File: src/rtl/aes_pkg.sv
// Shared AES constants, FSM encoding and GF(2^8) helpers for the iterative MixColumns block.
package aes_pkg;

    localparam logic [7:0]  AES_RED  = 8'h1B;
    localparam int          STATE_W  = 128;
    localparam int          COL_W    = 32;
    localparam logic [31:0] FWD_COEF = 32'h02030101;
    localparam logic [31:0] INV_COEF = 32'h0e0b0d09;

    typedef enum logic [1:0] {
        ST_IDLE = 2'b00,
        ST_BUSY = 2'b01,
        ST_DONE = 2'b10
    } mc_state_t;

    function automatic logic [7:0] xtime(input logic [7:0] b);
        return {b[6:0], 1'b0} ^ (b[7] ? AES_RED : 8'h00);
    endfunction

    // Every MixColumns coefficient fits in a nibble, so four xtime steps cover it.
    function automatic logic [7:0] gf_mul4(input logic [7:0] b, input logic [3:0] c);
        logic [7:0] acc;
        logic [7:0] p;
        acc = 8'h00;
        p   = b;
        for (int i = 0; i < 4; i++) begin
            if (c[i]) begin
                acc = acc ^ p;
            end else begin
                acc = acc;
            end
            p = xtime(p);
        end
        return acc;
    endfunction

endpackage

File: src/rtl/mix_column_core.sv
// Combinational single-column MixColumns / InvMixColumns transform.
module mix_column_core
    import aes_pkg::*;
#(
    parameter bit INV_EN = 1'b1
) (
    input  logic [COL_W-1:0] col,
    input  logic             inv,
    output logic [COL_W-1:0] result
);

    logic [31:0] coef_s;

    // Row r uses the coefficient row rotated right by r.
    always_comb begin
        coef_s = (INV_EN && inv) ? INV_COEF : FWD_COEF;
        result = 32'h0000_0000;
        for (int r = 0; r < 4; r++) begin
            for (int j = 0; j < 4; j++) begin
                result[31-8*r -: 8] = result[31-8*r -: 8]
                    ^ gf_mul4(col[31-8*j -: 8], coef_s[27-8*((j-r+4)%4) -: 4]);
            end
        end
    end

endmodule

File: src/rtl/mix_columns_iter.sv
// Iterative AES MixColumns: captures a state, transforms COLS_PER_CYCLE columns per cycle, holds the result.
module mix_columns_iter
    import aes_pkg::*;
#(
    parameter int COLS_PER_CYCLE = 1,
    parameter bit INV_EN         = 1'b1
) (
    input  logic               clk,
    input  logic               rst,
    input  logic               i_valid,
    output logic               o_ready,
    input  logic               i_inv,
    input  logic [STATE_W-1:0] i_state,
    output logic               o_valid,
    input  logic               i_ready,
    output logic [STATE_W-1:0] o_state
);

    localparam int         LAST_I   = 4 - COLS_PER_CYCLE;
    localparam logic [1:0] CNT_STEP = COLS_PER_CYCLE[1:0];
    localparam logic [1:0] CNT_LAST = LAST_I[1:0];

    mc_state_t          state_r, state_nxt_s;
    logic [1:0]         cnt_r;
    logic [STATE_W-1:0] data_r, data_nxt_s;
    logic               inv_r, valid_r, ready_r;
    logic [COL_W-1:0]   cols_s     [4];
    logic [COL_W-1:0]   cols_nxt_s [4];
    logic [COL_W-1:0]   col_in_s   [COLS_PER_CYCLE];
    logic [COL_W-1:0]   col_out_s  [COLS_PER_CYCLE];

    // Split the state register into columns and pick the ones due this cycle.
    always_comb begin
        for (int c = 0; c < 4; c++) begin
            cols_s[c] = data_r[127-32*c -: 32];
        end
        for (int k = 0; k < COLS_PER_CYCLE; k++) begin
            col_in_s[k] = cols_s[cnt_r + 2'(k)];
        end
    end

    for (genvar g = 0; g < COLS_PER_CYCLE; g++) begin : g_core
        mix_column_core #(.INV_EN(INV_EN)) u_core (
            .col    (col_in_s[g]),
            .inv    (inv_r),
            .result (col_out_s[g])
        );
    end

    // Write transformed columns back in place.
    always_comb begin
        cols_nxt_s = cols_s;
        for (int k = 0; k < COLS_PER_CYCLE; k++) begin
            cols_nxt_s[cnt_r + 2'(k)] = col_out_s[k];
        end
        data_nxt_s = '0;
        for (int c = 0; c < 4; c++) begin
            data_nxt_s[127-32*c -: 32] = cols_nxt_s[c];
        end
    end

    // FSM next-state logic.
    always_comb begin
        state_nxt_s = state_r;
        case (state_r)
            ST_IDLE: begin
                if (i_valid) state_nxt_s = ST_BUSY;
                else         state_nxt_s = ST_IDLE;
            end
            ST_BUSY: begin
                if (cnt_r == CNT_LAST) state_nxt_s = ST_DONE;
                else                   state_nxt_s = ST_BUSY;
            end
            ST_DONE: begin
                if (i_ready) state_nxt_s = ST_IDLE;
                else         state_nxt_s = ST_DONE;
            end
            default: state_nxt_s = ST_IDLE;
        endcase
    end

    // FSM state register and handshake flags, decoded from the next state so outputs are flops.
    always_ff @(posedge clk) begin
        if (rst) begin
            state_r <= ST_IDLE;
            valid_r <= 1'b0;
            ready_r <= 1'b1;
        end else begin
            state_r <= state_nxt_s;
            valid_r <= (state_nxt_s == ST_DONE);
            ready_r <= (state_nxt_s == ST_IDLE);
        end
    end

    // State register, mode and column counter.
    always_ff @(posedge clk) begin
        if (rst) begin
            data_r <= '0;
            cnt_r  <= 2'd0;
            inv_r  <= 1'b0;
        end else begin
            case (state_r)
                ST_IDLE: begin
                    if (i_valid) begin
                        data_r <= i_state;
                        inv_r  <= INV_EN & i_inv;
                        cnt_r  <= 2'd0;
                    end
                end
                ST_BUSY: begin
                    data_r <= data_nxt_s;
                    cnt_r  <= cnt_r + CNT_STEP;
                end
                default: begin
                    data_r <= data_r;
                end
            endcase
        end
    end

    assign o_valid = valid_r;
    assign o_ready = ready_r;
    assign o_state = data_r;

endmodule

File: config.mk
export PLATFORM = sky130hd
export DESIGN_NAME = mix_columns_iter
export DESIGN_NICKNAME = d
export VERILOG_FILES = /design/src/rtl/aes_pkg.sv /design/src/rtl/mix_column_core.sv /design/src/rtl/mix_columns_iter.sv
export SDC_FILE = /design/constraint.sdc
export NUM_CORES = 1
export LEC_CHECK = 0
export BUFFER_PORTS_ARGS = -buffer_cell sky130_fd_sc_hd__buf_2
export CAP_MARGIN = 0
export CORE_MARGIN = 2
export CORE_UTILIZATION = 50
export DETAILED_ROUTE_END_ITERATION = 8
export PLACE_DENSITY_LB_ADDON = 0.05
export SLEW_MARGIN = 20
export SYNTH_ARGS = -nofsm -noshare
export SYNTH_HDL_FRONTEND = slang
export SYNTH_SLANG_ARGS = --single-unit
File: constraint.sdc
create_clock -name clk -period 6.8 [get_ports clk]
set_input_delay 0.34 -clock clk [delete_from_list [all_inputs] [get_ports clk]]
set_output_delay 0.34 -clock clk [all_outputs]
set_load 0.005 [all_outputs]
* Yosys cells after proc, flatten, opt, wreduce, memory -nomap -nowiden
Index checks and enable logic that the tools add are counted.
W data, S select, Z words.
** Word-level totals
- Flip-flop bits (word level) :: 135
- Input port bits :: 133
- Output and inout port bits :: 130
- Word-level logic and storage cells :: 184
** Cells by class
- Add/sub/neg operators :: 1
- $lt $le $gt $ge :: 2
- Eq/ne operators :: 5
- Multiplexer cells :: 91
- Bitwise logic cells :: 73
- Reductions and logical operators :: 6
** Operators with widths (count)
- $xor A8 B8 Y8 :: 72
- $mux W8 :: 64
- $pmux W128 S2 :: 1
- $bwmux W128 :: 1
- $mux W128 :: 1
- $mux W32 :: 3
- $bmux W32 S2 :: 1
- $demux W32 S2 :: 1
- $mux W5 :: 12
- $mux W28 :: 1
- $eq A2 B2 Y1 const B :: 3
- $mux W2 :: 3
- $pmux W2 S3 :: 1
- $logic_not A2 Y1 :: 2
- $pmux W2 S2 :: 1
- $reduce_and A2 Y1 :: 2
- $ge A3 B3 Y1 const B :: 1
- $lt A3 B1 Y1 const B :: 1
- $not A2 Y3 :: 1
- $add A2 B1 Y2 const B :: 1
- $eq A2 B1 Y1 const B :: 1
- $ne A2 B2 Y1 const B :: 1
- $reduce_bool A2 Y1 :: 1
- $logic_and A1 B1 Y1 :: 1
- $mux W1 :: 1

* Depth between registers and ports, before layout
- Word-level depth :: 17
- Mapped depth :: 12
- Mapped depth without buffers :: 8

* Modules after synthesis
A second synthesis with hierarchy kept.
** Unflattened totals
- Cells, all modules :: 938
- Area, all modules :: 9645.5 um2
** Modules (own cells, without submodules)
- mix_columns_iter :: times used 1, cells each 680, area each 7191.9 um2, seq. area each 2702.6 um2
- mix_column_core :: times used 1, cells each 258, area each 2453.6 um2, seq. area each 0.0 um2

* Worst setup path before layout
Ideal clock, no wire load.
- Kind :: register -> register
- From :: register cnt_r[0]
- To :: register data_r[27] (netlist: o_state[27])
- Setup time :: 0.133 ns
- Arrival time :: 3.047 ns
- Data required time :: 6.667 ns
- Path slack :: 3.620 ns
- Stages on the path, launching flop included :: 12
- Buffers on the path :: 3
- Clock period less this slack :: 3.180 ns
- Cells stage by stage :: dfxtp_1 buf_6 buf_8 buf_8 mux4_2 xnor2_2 xnor3_1 xnor2_1 and2_1 xor3_2 a221oi_1 nor3_1
** On the way
- Cells in the longest elaborated chain, start to end :: 17
- Elaborated cells on any way between the ends :: 66
- Classes of those cells :: order compare (2); mux (35); bitwise (28); reduce/logical (1)
** Ends and longest elaborated chain
- start, declared :: line mix_columns_iter.sv:24 : logic [1:0] cnt_r;
- start signal, assigned :: line mix_columns_iter.sv:112 : cnt_r <= cnt_r + CNT_STEP;
- $not A2 Y3 (not written as such) (*) :: line mix_columns_iter.sv:38, mix_columns_iter.sv:54
- $bmux W32 S2 :: line mix_columns_iter.sv:38 : col_in_s[k] = cols_s[cnt_r + 2'(k)];
- $mux W32 (not written as such) (2 in series) :: line mix_columns_iter.sv:38
- $mux W5 :: line aes_pkg.sv:17 : return {b[6:0], 1'b0} ^ (b[7] ? AES_RED : 8'h00);
- $xor A8 B8 Y8 :: line aes_pkg.sv:17
- $xor A8 B8 Y8 :: line aes_pkg.sv:28 : acc = acc ^ p;
- $mux W8 :: line aes_pkg.sv:27 : if (c[i]) begin
- $xor A8 B8 Y8 :: line aes_pkg.sv:28
- $mux W8 :: line aes_pkg.sv:27
- $xor A8 B8 Y8 :: line aes_pkg.sv:28
- $mux W8 :: line aes_pkg.sv:27
- $xor A8 B8 Y8 (3 in series) :: line mix_column_core.sv:21 : ^ gf_mul4(col[31-8*j -: 8], coef_s[27-8*((j-r+4)%4) -: 4]);
- $bwmux W128 (*) :: line mix_columns_iter.sv:54 : cols_nxt_s[cnt_r + 2'(k)] = col_out_s[k];
- $pmux W128 S2 (*) :: line mix_columns_iter.sv:102 : case (state_r)
- end signal, assigned :: line mix_columns_iter.sv:105 : data_r <= i_state;
- end signal, assigned :: line mix_columns_iter.sv:111 : data_r <= data_nxt_s;
- end signal, assigned :: line mix_columns_iter.sv:115 : data_r <= data_r;
- end, declared :: line mix_columns_iter.sv:25 : logic [STATE_W-1:0] data_r, data_nxt_s;
Every way passes the cells marked *; elsewhere a longest branch is shown, timed or not. The select of a mux whose other input is x is not followed.
A chain may end at the register's enable or synchronous reset.

* Final worst setup path
- From :: register cnt_r[0]
- To :: register data_r[44] (netlist: o_state[44])
Same word-level chain as after synthesis.

==> flow_summary_export.csv <==
group,metric,value,unit
synth,synth-compound-area-share,15.4,%
timing,tns,0,ns
timing,grt_setup_unrepaired,"false",
flow_run,drv_cap,0,
clock_tree,post-cts-setup-buffers,0,
clock_tree,cts_buffer_depth,2,
clock_tree,cts_sinks,135,
synth,muxShareOfSynthArea,8.81,%
detailed_routing,wire_per_inst,24.6,um
timing,drv_slew,0,
clock_tree,ctsHoldBuffers,0,
placement,dpl.hpwl,24.3,mm
global_routing,grt_usage,35.6,%
synth,synth_simple_gate_area_share,15.1,%
clock_tree,clkLatencyLatePin,0.44,ns
critical_path,cp-end-kind,"register",
timing,max_freq,230,MHz
critical_path,startpoint_type,"register",
timing,finClkSkew,0.0103,ns
synth,yosysTopAreaCell,"dfxtp_1",
synth,synth.area.top_cells,"dfxtp_1 30%, xnor2_1 12%, mux4_2 8.0%",
global_routing,grt_max_degree,72,
clock_tree,cts-buffers-inserted,17,
clock_tree,path_clk_slew,0.07,ns
clock_tree,cts_tree,"built",
synth,yosysSeqAreaShare,29.9,%
worst_hold_path,min_path_type,"input pin to register",
detailed_routing,drt_iter0_drc,927,
critical_path,crit_arrival,4.64,ns
final_layout,final_layout_size_suffix_gt1_share,30.5,%
global_routing,antenna_found_initial,1,
final_layout,final_area,10900,um^2
floorplanning,initial_core_util,50.6,%
critical_path,max_stage_delay,0.74,ns
detailed_routing,ant_nets,0,
synth,synthesis.area,9030,um^2
final_layout,final_nets,1320,
synth,yosysUniqueCellTypes,46,
floorplanning,coreArea,17800,um^2
critical_path,cp_top_family,"XOR/XNOR gates",
synth,synth_top_cell_area_share,29.9,%
synth,ys_ff_latch,135,
critical_path,crit_chain,"buf_4 -> mux4_2 -> xnor2_1 -> xnor3_1 -> xor2_1 -> nand2_1 -> o21ai_0 -> xnor2_1 -> o32ai_1",
timing,whs,0.141,ns
synth,yosysWarnings,0,
final_layout,areaGrowthSynthToFinish,20.9,%
detailed_routing,drc,0,
timing,min_period,4.34,ns
clock_tree,cts-resized-gates,0,
synth,synth_edf_count,0,
global_routing,grt_overflow,0,
detailed_routing,dr.pass1.iters,8,
global_routing,grt_pass1_vias,8528,
synth,synth_fa_ha_area_share,0.554,%
critical_path,cp.buffers_inverters,1,
status,status,"finished, final reports clean",
synth,synth_nets,1125,
floorplanning,die_area,19200,um^2
critical_path,path_common_cell,"xnor2_1",
detailed_routing,drt_wl_total,35.1,mm
floorplanning,die_h,138,um
synth,synth_xor_area_share,25.2,%
floorplanning,num_rows,49,
timing,finalSetupViolCount,0,
floorplanning,io_pins,263,
detailed_routing,dr_total_vias,8874,
placement,place_area,10300,um^2
pwr,p_leak,4.66,nW
synth,synth_async_sr_flop_share,0,%
placement,io_buffer_count,262,
timing,fin_ws,2.46,ns
detailed_routing,viasPerCell,6.22,
critical_path,critPathMaxFanout,21,
final_layout,final_common_cell,"buf_2",
final_layout,final_cell_mix,"261 x buf_2, 143 x nor2_1, 133 x dfxtp_1",
final_layout,regArea,2710,um^2
synth,syn_avg_cell_area,9.14,um^2
placement,dp_slack,2.50,ns
pwr,cellPowerDensity,417,nW/um^2
synth,synth_top_family_by_area,"XOR/XNOR gates",
placement,gp_congestion,0.964,
synth,synth_cells,988,
floorplanning,die_w,138,um
critical_path,crit_type,"register to register",
timing,worst_pin_slew,1.19,ns
pwr,max-vdd-ir-drop,0.266,mV
synth,synthFlopType,"dfxtp_1",
critical_path,required,7.10,ns
timing,report.final.hold_viol_count,0,
final_layout,multi_input_area,5930,um^2
critical_path,slowest_stage,"dfxtp_2",
timing,timing.slew.headroom,20.7,%
timing,post-route-period-util,63.9,%
clock_tree,cts_root_buf,"clkbuf_16",
clock_tree,htreeDepth,4,
final_layout,num-fill-cells,1618,
global_routing,grt_pass1_wl,52.2,mm
logic make-up (layout without fill, tap and decap cells):
group | Yosys count | in the layout
fa+ha+maj | 4 | 4
simple gates | 311 | 311
xor+xnor | 202 | 202
compound gates | 200 | 200
mux | 39 | 39
other cells | 0 | 1
buf+inv | 97 | 305
flops | 135 | 135
cells in the mapped netlist (4+ instances only):
cell	instances
a221oi_1	52
mux4_2	32
buf_2	12
o22ai_1	4
nor4_1	11
nand3_1	12
buf_4	5
o211ai_1	4
and3_1	4
a2bb2oi_1	20
xor2_1	41
o32ai_1	4
xnor3_1	24
nand2_1	64
a211oi_1	26
mux2i_1	6
buf_6	4
and2_1	7
nor2_1	143
a31oi_1	12
nor3_1	51
o21ai_0	38
dfxtp_1	135
clkbuf_1	70
a21oi_1	35
a21o_1	4
xnor2_1	119
nand2b_1	11
ha_1	4
xnor2_2	12
final timing paths:
check                                         startpoint                       end  slack [ns]  cells past startpoint
worst max-delay path               cnt_r[0]$_SDFFE_PP0P_  o_state[44]$_SDFFE_PP0P_        2.46                      9
worst min-delay path                               i_inv        inv_r$_SDFFE_PP0P_        0.14                      3
worst max register to register     cnt_r[0]$_SDFFE_PP0P_  o_state[44]$_SDFFE_PP0P_        2.46                      9
worst min register to register  o_state[68]$_SDFFE_PP0P_  o_state[68]$_SDFFE_PP0P_        0.49                      2
power breakdown:
group,leakage (nW),switching (mW),total [mW],internal (mW)
Combinational,3.26,1.39,2.61,1.22
Clock,0.288,0.403,0.963,0.560
Sequential,1.12,0.0918,0.977,0.885
Total,4.66,1.89,4.55,2.67
per-stage QoR:
stage	total power, mW	util (%)	std cells
6_report	4.55	61.2	1426
5_1_grt	4.72	61.2	1425
4_1_cts	4.50	61.2	1425
3_5_place_dp	3.53	57.8	1393
3_3_place_gp	3.54	57.8	1393
2_1_floorplan	2.91	-	988
area by class of cell:
| class | count | area share [%] |
|---|---|---|
| Antenna cell | 1 | 0.0229 |
| Clock buffer | 18 | 4.02 |
| Clock inverter | 14 | 1.49 |
| Inverter | 2 | 0.0688 |
| Multi-Input combinational cell | 756 | 54.3 |
| Sequential cell | 135 | 24.8 |
| Tap cell | 229 | 2.62 |
| Timing Repair Buffer | 271 | 12.7 |
layer usage:
metal	vias up	global-route usage, %	wire length [um]
met4	0	11.5	974
li1	3905	-	-
met2	548	55.7	16200
met5	-	0	0
met1	4338	50.1	14600
met3	83	6.72	3310
sequential cells by signal (all words and copies together), names as in the netlist:
| register | count |
|---|---|
| o_state | 128 |
| o_ready | 1 |
| inv_r | 1 |
| o_valid | 1 |
| cnt_r | 2 |
| state_r | 2 |
worst min-delay path: cells and delay by family:
kind | cells | cell delay [ns]
buffers and inverters | 1 | 0.07
AND/OR/NAND/NOR | 1 | 0.07
multiplexers | 1 | 0.05
(Power assumes the default switching activity.)
